<file path="src/rtl/vc_out_arbiter_if.sv">
// Bus bundle between the per-VC input buffers, the output VC scheduler and the link.
// The master modport is the environment side. The slave modport is the scheduler side.
interface vc_out_arbiter_if #(
    parameter int N_VC   = 4,
    parameter int FLIT_W = 34
);
    logic [N_VC*FLIT_W-1:0] vc_fdata_i;
    logic [N_VC-1:0]        vc_valid_i;
    logic [N_VC-1:0]        vc_ready_o;
    logic [FLIT_W-1:0]      fdata_o;
    logic [1:0]             vc_id_o;
    logic                   valid_o;
    logic                   ready_i;
    logic [N_VC-1:0]        credit_i;
    logic                   err_o;

    modport master (
        output vc_fdata_i, vc_valid_i, ready_i, credit_i,
        input  vc_ready_o, fdata_o, vc_id_o, valid_o, err_o
    );

    modport slave (
        input  vc_fdata_i, vc_valid_i, ready_i, credit_i,
        output vc_ready_o, fdata_o, vc_id_o, valid_o, err_o
    );
endinterface

</file>
<file path="src/rtl/vc_out_arbiter.sv">
// Output-port VC scheduler. It uses round-robin grant, holds a wormhole lock while a
// multi-flit packet is in flight, and keeps per-VC downstream credit counters.
module vc_out_arbiter #(
    parameter int N_VC     = 4,
    parameter int FLIT_W   = 34,
    parameter int SIZE_LSB = 22,
    parameter int SIZE_MSB = 29,
    parameter int CREDITS  = 2
) (
    input  logic            clk,
    input  logic            arst,
    vc_out_arbiter_if.slave bus
);
    localparam int CW = $clog2(CREDITS + 1);

    localparam logic [0:0] ST_IDLE   = 1'b0;
    localparam logic [0:0] ST_LOCKED = 1'b1;

    localparam logic [1:0] FT_HEAD = 2'b00;
    localparam logic [1:0] FT_TAIL = 2'b11;

    logic [0:0]        state_q;
    logic [0:0]        state_d;
    logic [1:0]        rr_ptr_q;
    logic [1:0]        rr_ptr_d;
    logic [1:0]        lock_vc_q;
    logic [1:0]        lock_vc_d;
    logic [CW-1:0]     credit_q [N_VC];
    logic [CW-1:0]     credit_d [N_VC];
    logic              err_q;
    logic              err_d;

    logic [FLIT_W-1:0] flit_s [N_VC];
    logic [N_VC-1:0]   eligible_s;
    logic              grant_vld_s;
    logic [1:0]        grant_s;
    logic [FLIT_W-1:0] sel_flit_s;
    logic [1:0]        sel_type_s;
    logic              size_nz_s;
    logic              hs_s;
    logic [N_VC-1:0]   pop_s;
    logic              valid_s;
    logic [FLIT_W-1:0] fdata_s;
    logic [1:0]        vc_id_s;
    logic              head_err_s;
    logic              sat_err_s;

    // VC index reached by stepping 'step' places past 'base', wrapping at N_VC.
    function automatic logic [1:0] wrap_idx(input logic [1:0] base, input int step);
        int sum;
        sum = int'(base) + step;
        return 2'(sum % N_VC);
    endfunction

    for (genvar gi = 0; gi < N_VC; gi++) begin : g_vc
        assign flit_s[gi]     = bus.vc_fdata_i[gi*FLIT_W +: FLIT_W];
        assign eligible_s[gi] = bus.vc_valid_i[gi] && (credit_q[gi] != {CW{1'b0}});
    end

    // Grant selection. When locked, only the owner VC can win.
    always_comb begin
        grant_vld_s = 1'b0;
        grant_s     = 2'b00;
        case (state_q)
            ST_IDLE: begin
                // Walk the scan order backwards so the first eligible VC is written last.
                for (int k = N_VC; k >= 1; k--) begin
                    if (eligible_s[wrap_idx(rr_ptr_q, k)]) begin
                        grant_vld_s = 1'b1;
                        grant_s     = wrap_idx(rr_ptr_q, k);
                    end else begin
                        grant_vld_s = grant_vld_s;
                    end
                end
            end
            ST_LOCKED: begin
                if (eligible_s[lock_vc_q]) begin
                    grant_vld_s = 1'b1;
                    grant_s     = lock_vc_q;
                end else begin
                    grant_vld_s = 1'b0;
                end
            end
            default: begin
                grant_vld_s = 1'b0;
                grant_s     = 2'b00;
            end
        endcase
    end

    // Forward path and pop. Everything is held at zero while reset is asserted.
    always_comb begin
        sel_flit_s = flit_s[grant_s];
        sel_type_s = sel_flit_s[FLIT_W-1 -: 2];
        size_nz_s  = |sel_flit_s[SIZE_MSB:SIZE_LSB];
        valid_s    = 1'b0;
        fdata_s    = {FLIT_W{1'b0}};
        vc_id_s    = 2'b00;
        pop_s      = {N_VC{1'b0}};
        hs_s       = 1'b0;
        if (arst && grant_vld_s) begin
            valid_s = 1'b1;
            fdata_s = sel_flit_s;
            vc_id_s = grant_s;
            if (bus.ready_i) begin
                hs_s           = 1'b1;
                pop_s[grant_s] = 1'b1;
            end else begin
                hs_s = 1'b0;
            end
        end else begin
            valid_s = 1'b0;
        end
    end

    // Scheduler state: the round-robin pointer moves only on a handshake.
    always_comb begin
        state_d    = state_q;
        rr_ptr_d   = rr_ptr_q;
        lock_vc_d  = lock_vc_q;
        head_err_s = 1'b0;
        if (hs_s) begin
            case (state_q)
                ST_IDLE: begin
                    rr_ptr_d = grant_s;
                    if ((sel_type_s == FT_HEAD) && size_nz_s) begin
                        state_d   = ST_LOCKED;
                        lock_vc_d = grant_s;
                    end else begin
                        state_d = ST_IDLE;
                    end
                end
                ST_LOCKED: begin
                    if (sel_type_s == FT_TAIL) begin
                        state_d  = ST_IDLE;
                        rr_ptr_d = lock_vc_q;
                    end else if (sel_type_s == FT_HEAD) begin
                        // The stray head is still forwarded. The packet keeps its lock.
                        head_err_s = 1'b1;
                    end else begin
                        state_d = ST_LOCKED;
                    end
                end
                default: begin
                    state_d = ST_IDLE;
                end
            endcase
        end else begin
            state_d = state_q;
        end
    end

    // Credit counters. A pop and a returned credit in the same cycle cancel out.
    always_comb begin
        sat_err_s = 1'b0;
        for (int i = 0; i < N_VC; i++) begin
            credit_d[i] = credit_q[i];
            if (pop_s[i] && !bus.credit_i[i]) begin
                credit_d[i] = credit_q[i] - CW'(1);
            end else if (bus.credit_i[i] && !pop_s[i]) begin
                if (credit_q[i] == CW'(CREDITS)) begin
                    sat_err_s = 1'b1;
                end else begin
                    credit_d[i] = credit_q[i] + CW'(1);
                end
            end else begin
                credit_d[i] = credit_q[i];
            end
        end
        err_d = head_err_s | sat_err_s;
    end

    // State registers. Reset makes VC0 the first candidate and fills every credit.
    always_ff @(posedge clk or negedge arst) begin
        if (!arst) begin
            state_q   <= ST_IDLE;
            rr_ptr_q  <= 2'(N_VC - 1);
            lock_vc_q <= 2'b00;
            err_q     <= 1'b0;
            for (int i = 0; i < N_VC; i++) begin
                credit_q[i] <= CW'(CREDITS);
            end
        end else begin
            state_q   <= state_d;
            rr_ptr_q  <= rr_ptr_d;
            lock_vc_q <= lock_vc_d;
            err_q     <= err_d;
            for (int i = 0; i < N_VC; i++) begin
                credit_q[i] <= credit_d[i];
            end
        end
    end

    assign bus.valid_o    = valid_s;
    assign bus.fdata_o    = fdata_s;
    assign bus.vc_id_o    = vc_id_s;
    assign bus.vc_ready_o = pop_s;
    assign bus.err_o      = err_q;
endmodule

</file>
<file path="src/flat_wrapper.sv">
// flat-port wrapper written by rule: the top's interface ports become plain ports
module vc_out_arbiter_flat 
#(
    parameter int N_VC     = 4,
    parameter int FLIT_W   = 34,
    parameter int SIZE_LSB = 22,
    parameter int SIZE_MSB = 29,
    parameter int CREDITS  = 2
)
  (clk, arst, bus_vc_fdata_i, bus_vc_valid_i, bus_ready_i, bus_credit_i, bus_vc_ready_o, bus_fdata_o, bus_vc_id_o, bus_valid_o, bus_err_o);
  vc_out_arbiter_if #(.N_VC(N_VC), .FLIT_W(FLIT_W)) bus_i ();
  input  logic clk;
  input  logic arst;
  input wire logic [$bits(bus_i.vc_fdata_i)-1:0] bus_vc_fdata_i;
  input wire logic [$bits(bus_i.vc_valid_i)-1:0] bus_vc_valid_i;
  input wire logic [$bits(bus_i.ready_i)-1:0] bus_ready_i;
  input wire logic [$bits(bus_i.credit_i)-1:0] bus_credit_i;
  output wire logic [$bits(bus_i.vc_ready_o)-1:0] bus_vc_ready_o;
  output wire logic [$bits(bus_i.fdata_o)-1:0] bus_fdata_o;
  output wire logic [$bits(bus_i.vc_id_o)-1:0] bus_vc_id_o;
  output wire logic [$bits(bus_i.valid_o)-1:0] bus_valid_o;
  output wire logic [$bits(bus_i.err_o)-1:0] bus_err_o;
  assign bus_i.vc_fdata_i = bus_vc_fdata_i;
  assign bus_i.vc_valid_i = bus_vc_valid_i;
  assign bus_i.ready_i = bus_ready_i;
  assign bus_i.credit_i = bus_credit_i;
  assign bus_vc_ready_o = bus_i.vc_ready_o;
  assign bus_fdata_o = bus_i.fdata_o;
  assign bus_vc_id_o = bus_i.vc_id_o;
  assign bus_valid_o = bus_i.valid_o;
  assign bus_err_o = bus_i.err_o;
  vc_out_arbiter #(.N_VC(N_VC), .FLIT_W(FLIT_W), .SIZE_LSB(SIZE_LSB), .SIZE_MSB(SIZE_MSB), .CREDITS(CREDITS)) u_core (.clk(clk), .arst(arst), .bus(bus_i));
endmodule
</file>
<file path="config.mk">
export PLATFORM = sky130hd
export DESIGN_NAME = vc_out_arbiter_flat
export DESIGN_NICKNAME = d
export VERILOG_FILES = /design/src/rtl/vc_out_arbiter_if.sv /design/src/rtl/vc_out_arbiter.sv /design/src/flat_wrapper.sv
export SDC_FILE = /design/constraint.sdc
export NUM_CORES = 1
export LEC_CHECK = 0
export BUFFER_PORTS_ARGS = -buffer_cell sky130_fd_sc_hd__buf_4
export CAP_MARGIN = 15
export CORE_MARGIN = 8
export CORE_UTILIZATION = 35
export DETAILED_ROUTE_END_ITERATION = 10
export PLACE_DENSITY = 0.78
export SLEW_MARGIN = 20
export SYNTH_ARGS = -nofsm -noshare
export SYNTH_HDL_FRONTEND = slang
export SYNTH_SLANG_ARGS = --single-unit
</file>
<file path="constraint.sdc">
create_clock -name clk -period 2.68 [get_ports clk]
set_input_delay 0.402 -clock clk [delete_from_list [all_inputs] [get_ports clk]]
set_output_delay 0.402 -clock clk [all_outputs]
set_load 0.01 [all_outputs]
</file>
Word-level counts from Yosys, hierarchy flattened --
Cells that the tools add are included.
Cells by class: add/subtract/negate cells 12, order comparisons 8, equal/unequal tests 10, multiplexer cells 67, bitwise logic cells 3, reduce and logical (&&, ||, !) cells 39
Operators by type and width (number):
- two-way mux 34 bit | 3
- binary-select mux 34 bit (select 2 bit) | 1
- two-way mux 2 bit | 19
- two-way mux 1 bit | 32
- less-than comparator 2 x 3 -> 1 bit (second input constant) | 6
- nonzero test 2 bit | 8
- logical AND 1 bit | 15
- adder 2 x 1 -> 2 bit (second input constant) | 6
- binary-select mux 1 bit (select 2 bit) | 5
- == test 2 bit (second input constant) | 5
- AND reduction 2 bit | 5
- zero test 1 bit | 8
- two-way mux 4 bit | 2
- inequality test 2 x 1 -> 1 bit (second input constant) | 4
- case mux 2 bit (2 select lines) | 2
- OR reduction 8 bit | 1
- subtractor 2 x 1 -> 2 bit (second input constant) | 4
- adder 2 bit (second input constant) | 2
- case mux 1 bit (2 select lines) | 2
- >= comparator 3 bit (second input constant) | 1
- NOT 2 -> 3 bit | 1
- AND reduction 3 bit | 1
- demux 1 bit (select 2 bit) | 1
- >= comparator 2 x 1 -> 1 bit (second input constant) | 1
- other kinds (4) | 4
Storage, ports and cells: flip-flop bits (word level) 14, input bits 147, output and inout port bits 42, logic and storage cells 147

Logic depth before layout (Yosys ltp) --
word-level depth 29, gate-level depth with buffers 14, gate-level depth less buffers 13

Least setup slack after synthesis --
Ideal clock, no wire load.
path kind reg-to-reg, start point register u_core.credit_q[3] in the netlist's numbering, end point register u_core.err_q (netlist: u_core.bus.err_o), setup time 0.129 ns, arrival time 2.844 ns, data required time 2.551 ns, setup slack -0.292 ns, cell stages (with the launch flop) 15, buffers on the path 3, period minus slack after synthesis 2.972 ns, cells stage by stage dfstp_2 o21a_2 a21oi_1 o211ai_1 a21oi_1 buf_6 buf_4 buf_2 or3_1 inv_1 ha_1 nor2b_1 and3b_1 nor4_1 nand2_1
Between the ends: cells in the longest elaborated chain, start to end 29, elaborated cells between the ends (all ways) 68, classes of those cells order compare: 2; eq/ne: 2; mux: 45; bitwise: 2; reduce/logical: 17
RTL lines:
- start: declaration | line vc_out_arbiter.sv:28 | logic [CW-1:0] credit_q [N_VC];
- start signal: indexed assignment | line vc_out_arbiter.sv:181 | credit_q[i] <= CW'(CREDITS);
- start signal: indexed assignment | line vc_out_arbiter.sv:189 | credit_q[i] <= credit_d[i];
- nonzero test 2 bit (*) | line vc_out_arbiter.sv:57 | assign eligible_s[gi] = bus.vc_valid_i[gi] && (credit_q[gi] != {CW{1'b0}});
- logical AND 1 bit (*) | line vc_out_arbiter.sv:57
- binary-select mux 1 bit (select 2 bit) | line vc_out_arbiter.sv:68 | if (eligible_s[wrap_idx(rr_ptr_q, k)]) begin
- two-way mux 1 bit (implied by the code) | line vc_out_arbiter.sv:68
- two-way mux 2 bit (4 in series) | line vc_out_arbiter.sv:68
- case mux 2 bit (2 select lines) | line vc_out_arbiter.sv:64 | case (state_q)
- less-than comparator 2 x 3 -> 1 bit (implied by the code) / >= comparator 2 x 1 -> 1 bit (equally long branches) | line vc_out_arbiter.sv:107 | pop_s[grant_s] = 1'b1;
- logical AND 1 bit (implied by the code) | line vc_out_arbiter.sv:107
- [... 4 more ...]
- net bus_vc_ready_o[0] | line flat_wrapper.sv:18 | output wire logic [$bits(bus_i.vc_ready_o)-1:0] bus_vc_ready_o;
- [... 7 more ...]
- two-way mux 1 bit | line vc_out_arbiter.sv:161 | if (credit_q[i] == CW'(CREDITS)) begin
- two-way mux 1 bit | line vc_out_arbiter.sv:160 | end else if (bus.credit_i[i] && !pop_s[i]) begin
- two-way mux 1 bit (*) | line vc_out_arbiter.sv:158 | if (pop_s[i] && !bus.credit_i[i]) begin
- two-way mux 1 bit | line vc_out_arbiter.sv:161
- two-way mux 1 bit | line vc_out_arbiter.sv:160
- two-way mux 1 bit (*) | line vc_out_arbiter.sv:158
- OR 1 bit (*) | line vc_out_arbiter.sv:170 | err_d = head_err_s | sat_err_s;
- net u_core.err_d | line vc_out_arbiter.sv:31 | logic err_d;
- end signal: assignment | line vc_out_arbiter.sv:187 | err_q <= err_d;
- end: declaration | line vc_out_arbiter.sv:30 | logic err_q;
The timed path passes the listed nets; every way through them passes the cells marked *. The select of a mux whose other input is x is not followed. A chain may end at the register's enable or synchronous reset.

Worst setup path after layout --
start point register u_core.credit_q[1] in the netlist's numbering, end point output port bus_fdata_o[10]
Between the ends: cells in the longest elaborated chain, start to end 14, elaborated cells between the ends (all ways) 30, classes of those cells mux: 26; bitwise: 1; reduce/logical: 3
RTL lines:
- nonzero test 2 bit (*) | line vc_out_arbiter.sv:57
- logical AND 1 bit (*) | line vc_out_arbiter.sv:57
- binary-select mux 1 bit (select 2 bit) | line vc_out_arbiter.sv:68
- two-way mux 1 bit (implied by the code) | line vc_out_arbiter.sv:68
- two-way mux 2 bit (4 in series) | line vc_out_arbiter.sv:68
- case mux 2 bit (2 select lines) | line vc_out_arbiter.sv:64
- NOT 2 -> 3 bit (implied by the code) | line vc_out_arbiter.sv:93 | sel_flit_s = flit_s[grant_s];
- binary-select mux 34 bit (select 2 bit) | line vc_out_arbiter.sv:93
- two-way mux 34 bit (implied by the code) (2 in series) | line vc_out_arbiter.sv:93
- two-way mux 34 bit (*) | line vc_out_arbiter.sv:101 | if (arst && grant_vld_s) begin
- end: declaration | line flat_wrapper.sv:19 | output wire logic [$bits(bus_i.fdata_o)-1:0] bus_fdata_o;
Mark *: on every way between the ends. The rest lies on a longest branch, timed or not. The select of a mux whose other input is x is not followed.

==> tab_implementation.tex <==
\begin{tabular}{lr}
\hline
Metric & Value \\
\hline
\multicolumn{2}{l}{\textbf{Floorplanning}} \\
\quad Die X & around 95 um \\
\quad \# IOs & 189 \\
\quad Starting utilization of the core area & 0.364 \\
\quad Die height & around 95 um \\
\quad Die ar. & 8980 um2 \\
\quad Standard-cell row count & 28 \\
\quad Core box area & just under 6000 um2 \\
\multicolumn{2}{l}{\textbf{Yosys}} \\
\quad Number of flops mapped to enable cells by yosys & 0 \\
\quad Adder-cell area share of the yosys netlist & 0.0461 \\
\quad Proportion of synthesized area in mux cells & 0.341 \\
\quad Register bit total from synthesis & 14 \\
\quad Dominant register cell in the synthesized netlist & sky130\_fd\_sc\_hd\_\_dfrtp\_1 \\
\quad Sequential share of the synthesized area & 0.165 \\
\quad Post-Syn Instances & between 200 and 250 \\
\quad Cell Area, Synth & between 2000 and 2500 um2 \\
\quad Main combinational cell family by area after synthesis & multiplexers \\
\quad Compound-Gate Fraction of Synth Area & 0.152 \\
\quad Synth warnings & 0 \\
\quad Area share of and/or/nand/nor cells after synthesis & 0.211 \\
\quad Synthesized netlist net count & between 300 and 400 \\
\quad Fraction of registers with async set/reset & 1.00 \\
\quad Xor and xnor area share after synthesis & 0.0323 \\
\quad Average size of a mapped cell & a little under 10 um2 \\
\quad Count of unique library cells instantiated by Yosys & 39 \\
\multicolumn{2}{l}{\textbf{Clock tree}} \\
\quad H-tree depth & 1 \\
\quad Clock Path Buffers & 2 \\
\quad Clock latency on the worst-skew pair & 0.25 ns \\
\quad Quantity of hold-fixing buffers added after cts & 0 \\
\quad Clock-pin slew on the worst setup and hold paths & about 0.060 ns \\
\quad Number of buffers added by the clock tree synthesis step & 3 \\
\quad Total number of clock tree sinks & 14 \\
\quad Root buffer cell & sky130\_fd\_sc\_hd\_\_clkbuf\_8 \\
\quad CTS tree & built \\
\multicolumn{2}{l}{\textbf{Routing}} \\
\quad Routed WL per cell & 20.8 um \\
\quad Drt initial violations & 95 \\
\quad DRC & 0 \\
\quad Routed vias & 2932 \\
\quad Post-detailed-route via-to-cell ratio & about 5.3 \\
\quad Wirelength, routed & 11.5 mm \\
\quad ANT nets after route & 0 \\
\quad DRT Pass-1 Iters & 4 \\
\multicolumn{2}{l}{\textbf{Cells and area}} \\
\quad Layout net count & $\sim$640 \\
\quad Fraction of layout cells with a size suffix above 1 & 0.764 \\
\quad Area taken by flip-flops and latches & $\sim$360 um2 \\
\quad Area used by multi-input combinational logic & around 2000 um2 \\
\quad Commonest cells after routing, fill and taps aside & sky130\_fd\_sc\_hd\_\_buf\_4 (224), sky130\_fd\_sc\_hd\_\_buf\_6 (32), sky130\_fd\_sc\_hd\_\_mux4\_2 (27), sky130\_fd\_sc\_hd\_\_and2\_4 (18), sky130\_fd\_sc\_hd\_\_and2\_1 (17) \\
\quad Antenna cells & 0 \\
\quad Number of filler cells placed in the layout & 373 \\
\quad Synth-to-Final Area Change & 118\% \\
\quad Cell Count, Final, Fillers Out & roughly 550 \\
\quad Most common cell after layout, fill and taps aside & sky130\_fd\_sc\_hd\_\_buf\_4 \\
\quad Final standard cell area without fillers & 4720 um2 \\
\multicolumn{2}{l}{\textbf{STA}} \\
\quad Post-layout minimum cycle time & between 3 and 4 ns \\
\quad Least-Margin Pin Slew & about 0.38 ns \\
\quad Final clock period utilization by the worst path & 1.14 \\
\quad Total count of hold-check failures in the final report & 0 \\
\quad Clock Skews & between 0.0009 and 0.001 ns \\
\quad Worst slew margin relative to its limit & 0.747 \\
\quad Final worst hold slack & between 0.09 and 0.1 ns \\
\quad Final-report setup violation count & between 40 and 50 \\
\quad Setup repair after global routing missed its margin & true \\
\quad Fmax & 0.327 GHz \\
\quad Slew Viols, Final & 0 \\
\quad Crit path setup slack, layout & -0.374 ns \\
\multicolumn{2}{l}{\textbf{Worst setup path}} \\
\quad CP startpoint kind & flop \\
\quad Reg2reg path depth & 13 \\
\quad Kind of critical path & reg -> out \\
\quad Peak fanout along the critical path & 7 \\
\quad Worst EP required & between 2 and 2.5 ns \\
\quad Worst-case register-to-register setup slack & -0.37 ns \\
\quad Category of the worst setup path capture point & primary output \\
\quad Reg2Reg Capture Point & u\_core.lock\_vc\_q[0]\$\_DFFE\_PN0P\_ \\
\quad Crit Reg-Reg Startpoint & u\_core.credit\_q[1]\$\_DFFE\_PN1P\_ \\
\quad Endpoint arrival time on the critical path & 2.65 ns \\
\multicolumn{2}{l}{\textbf{Placed design}} \\
\quad Placed instance count & about 530 \\
\quad Detail Placement HPWL & just over 9 mm \\
\quad Final estimated routing congestion in global placement & $\sim$0.87 \\
\quad Post-place instance area & between 4000 and 5000 um2 \\
\quad Buffers on Ports & 188 \\
\multicolumn{2}{l}{\textbf{Worst hold path}} \\
\quad Class of the worst hold path & in -> async \\
\multicolumn{2}{l}{\textbf{Pwr}} \\
\quad Maximum ir drop on the vdd rail & a little over 0.8 mV \\
\quad Leakage dissipation & approximately 2.3 nW \\
\quad Total power per unit cell area & 1210 nW/um2 \\
\multicolumn{2}{l}{\textbf{GRT}} \\
\quad Number of antenna violations at the first check in global routing & 0 \\
\quad Overall Global Routing Usage & 0.242 \\
\quad Maximum number of pins on one net before global-route repair & 22 \\
\quad Total gr overflow & 0 \\
\quad Number of global-route vias before repair & approximately 3300 \\
\quad Global-route wire length before repair & about 17 mm \\
\multicolumn{2}{l}{\textbf{Run}} \\
\quad Number of maximum-capacitance violations & 0 \\
\multicolumn{2}{l}{\textbf{Run status}} \\
\quad Result of the run & finished, violations left \\
\quad Violations in the final reports & setup timing \\
\hline
\end{tabular}
==> cells in the mapped netlist (all sizes together), types with 2 or more instances <==
| library cell | number | share of area |
|---|---|---|
| clkbuf | 8 | 0.014 |
| ha | 8 | 0.046 |
| mux4 | 27 | 0.28 |
| o21ai | 8 | 0.022 |
| nor2 | 7 | 0.012 |
| and3b | 4 | 0.016 |
| a21o | 6 | 0.021 |
| mux2 | 3 | 0.019 |
| mux2i | 9 | 0.042 |
| a21oi | 12 | 0.028 |
| o211ai | 3 | 0.010 |
| nand2 | 17 | 0.029 |
| xnor2 | 4 | 0.016 |
| o21a | 4 | 0.014 |
| inv | 10 | 0.017 |
| xor2 | 4 | 0.016 |
| nor3 | 5 | 0.012 |
| nand3 | 4 | 0.0092 |
| dfstp | 6 | 0.073 |
| buf | 7 | 0.022 |
| nor2b | 6 | 0.017 |
| and2 | 35 | 0.10 |
| dfrtp | 8 | 0.092 |
| or3 | 2 | 0.0058 |
| nor4 | 3 | 0.0086 |
| a22oi | 9 | 0.031 |
==> critical path, stage by stage, from the launching register on <==
cell and delay, ns:
sky130_fd_sc_hd__dfstp_2 0.56, sky130_fd_sc_hd__o21ai_4 0.08, sky130_fd_sc_hd__o211ai_1 0.19, sky130_fd_sc_hd__o211ai_1 0.12, sky130_fd_sc_hd__buf_4 0.16, sky130_fd_sc_hd__a21oi_4 0.20
sky130_fd_sc_hd__buf_4 0.15, sky130_fd_sc_hd__clkbuf_16 0.15, sky130_fd_sc_hd__mux4_2 0.48, sky130_fd_sc_hd__and2_1 0.17, sky130_fd_sc_hd__buf_4 0.15
==> state kept, by name, indices dropped and copies added, names as in the netlist <==
| register | cells |
|---|---|
| u_core.state_q | 1 |
| u_core.rr_ptr_q | 2 |
| u_core.credit_q | 8 |
| u_core.bus.err_o | 1 |
| u_core.lock_vc_q | 2 |
==> worst max-delay path by stage <==
stage | startpoint | to | slack (ns) | cells after the start
finish | u_core.credit_q[1]$_DFFE_PN1P_ | bus_fdata_o[10] | -0.37 | 10
global route | u_core.credit_q[1]$_DFFE_PN1P_ | u_core.lock_vc_q[1]$_DFFE_PN0P_ | -0.47 | 13
CTS | u_core.credit_q[1]$_DFFE_PN1P_ | bus_fdata_o[32] | -0.35 | 9
detailed placement | u_core.credit_q[1]$_DFFE_PN1P_ | u_core.lock_vc_q[0]$_DFFE_PN0P_ | -0.24 | 11
global placement | u_core.credit_q[3]$_DFFE_PN1P_ | u_core.lock_vc_q[1]$_DFFE_PN0P_ | -0.13 | 11
floorplan | u_core.credit_q[2]$_DFFE_PN0P_ | u_core.lock_vc_q[0]$_DFFE_PN0P_ | -0.02 | 10
==> metrics by stage <==
step                      total power [mW]  setup WS, ns  utilization  setup TNS [ns]
after floorplan                       2.77       -0.0154            -          -0.119
after global placement                4.31        -0.134        0.692           -2.23
after detailed placement              4.38        -0.236        0.692           -4.46
after CTS                             5.26        -0.354        0.758          -11.87
after global routing                  6.09        -0.473        0.793          -16.40
final                                 5.73        -0.374        0.793          -12.78
==> layout make-up <==
cell class              instances  share of cell area
repair buffers                264               0.469
multi-input cells             187               0.415
flip-flops and latches         14              0.0757
well taps                      75              0.0199
clock buffers                   4              0.0117
inverters                      10             0.00900
==> cell families (layout without fill, tap and decap cells) <==
kind of cell / Yosys count / after routing
compound gates: 49 / 49
xor+xnor: 8 / 8
fa+ha+maj: 8 / 8
buf+inv: 25 / 278
flops: 14 / 14
mux: 39 / 39
simple gates: 83 / 83
==> timing repair <==
item                                    CTS  global route
endpoints found under the setup margin   45            49
gates cloned                              1             1
buffers inserted                         15             9
pin swaps                                36            17
gates resized for setup                  60            33
==> where the power goes <==
part,leakage [nW],switching (mW),internal (mW)
Combinational,2.13,2.05,2.99
Clock,0.0288,0.0795,0.130
Sequential,0.163,0.132,0.350
==> per-layer routing <==
layer  vias up  track usage  share of wire
li1       1352            -              -
met1      1415        0.232           0.33
met2       134        0.464           0.55
met3        31       0.0857          0.089
met4         0       0.0793          0.032
met5         -            0              0
Power figures use the tool's default switching activity.
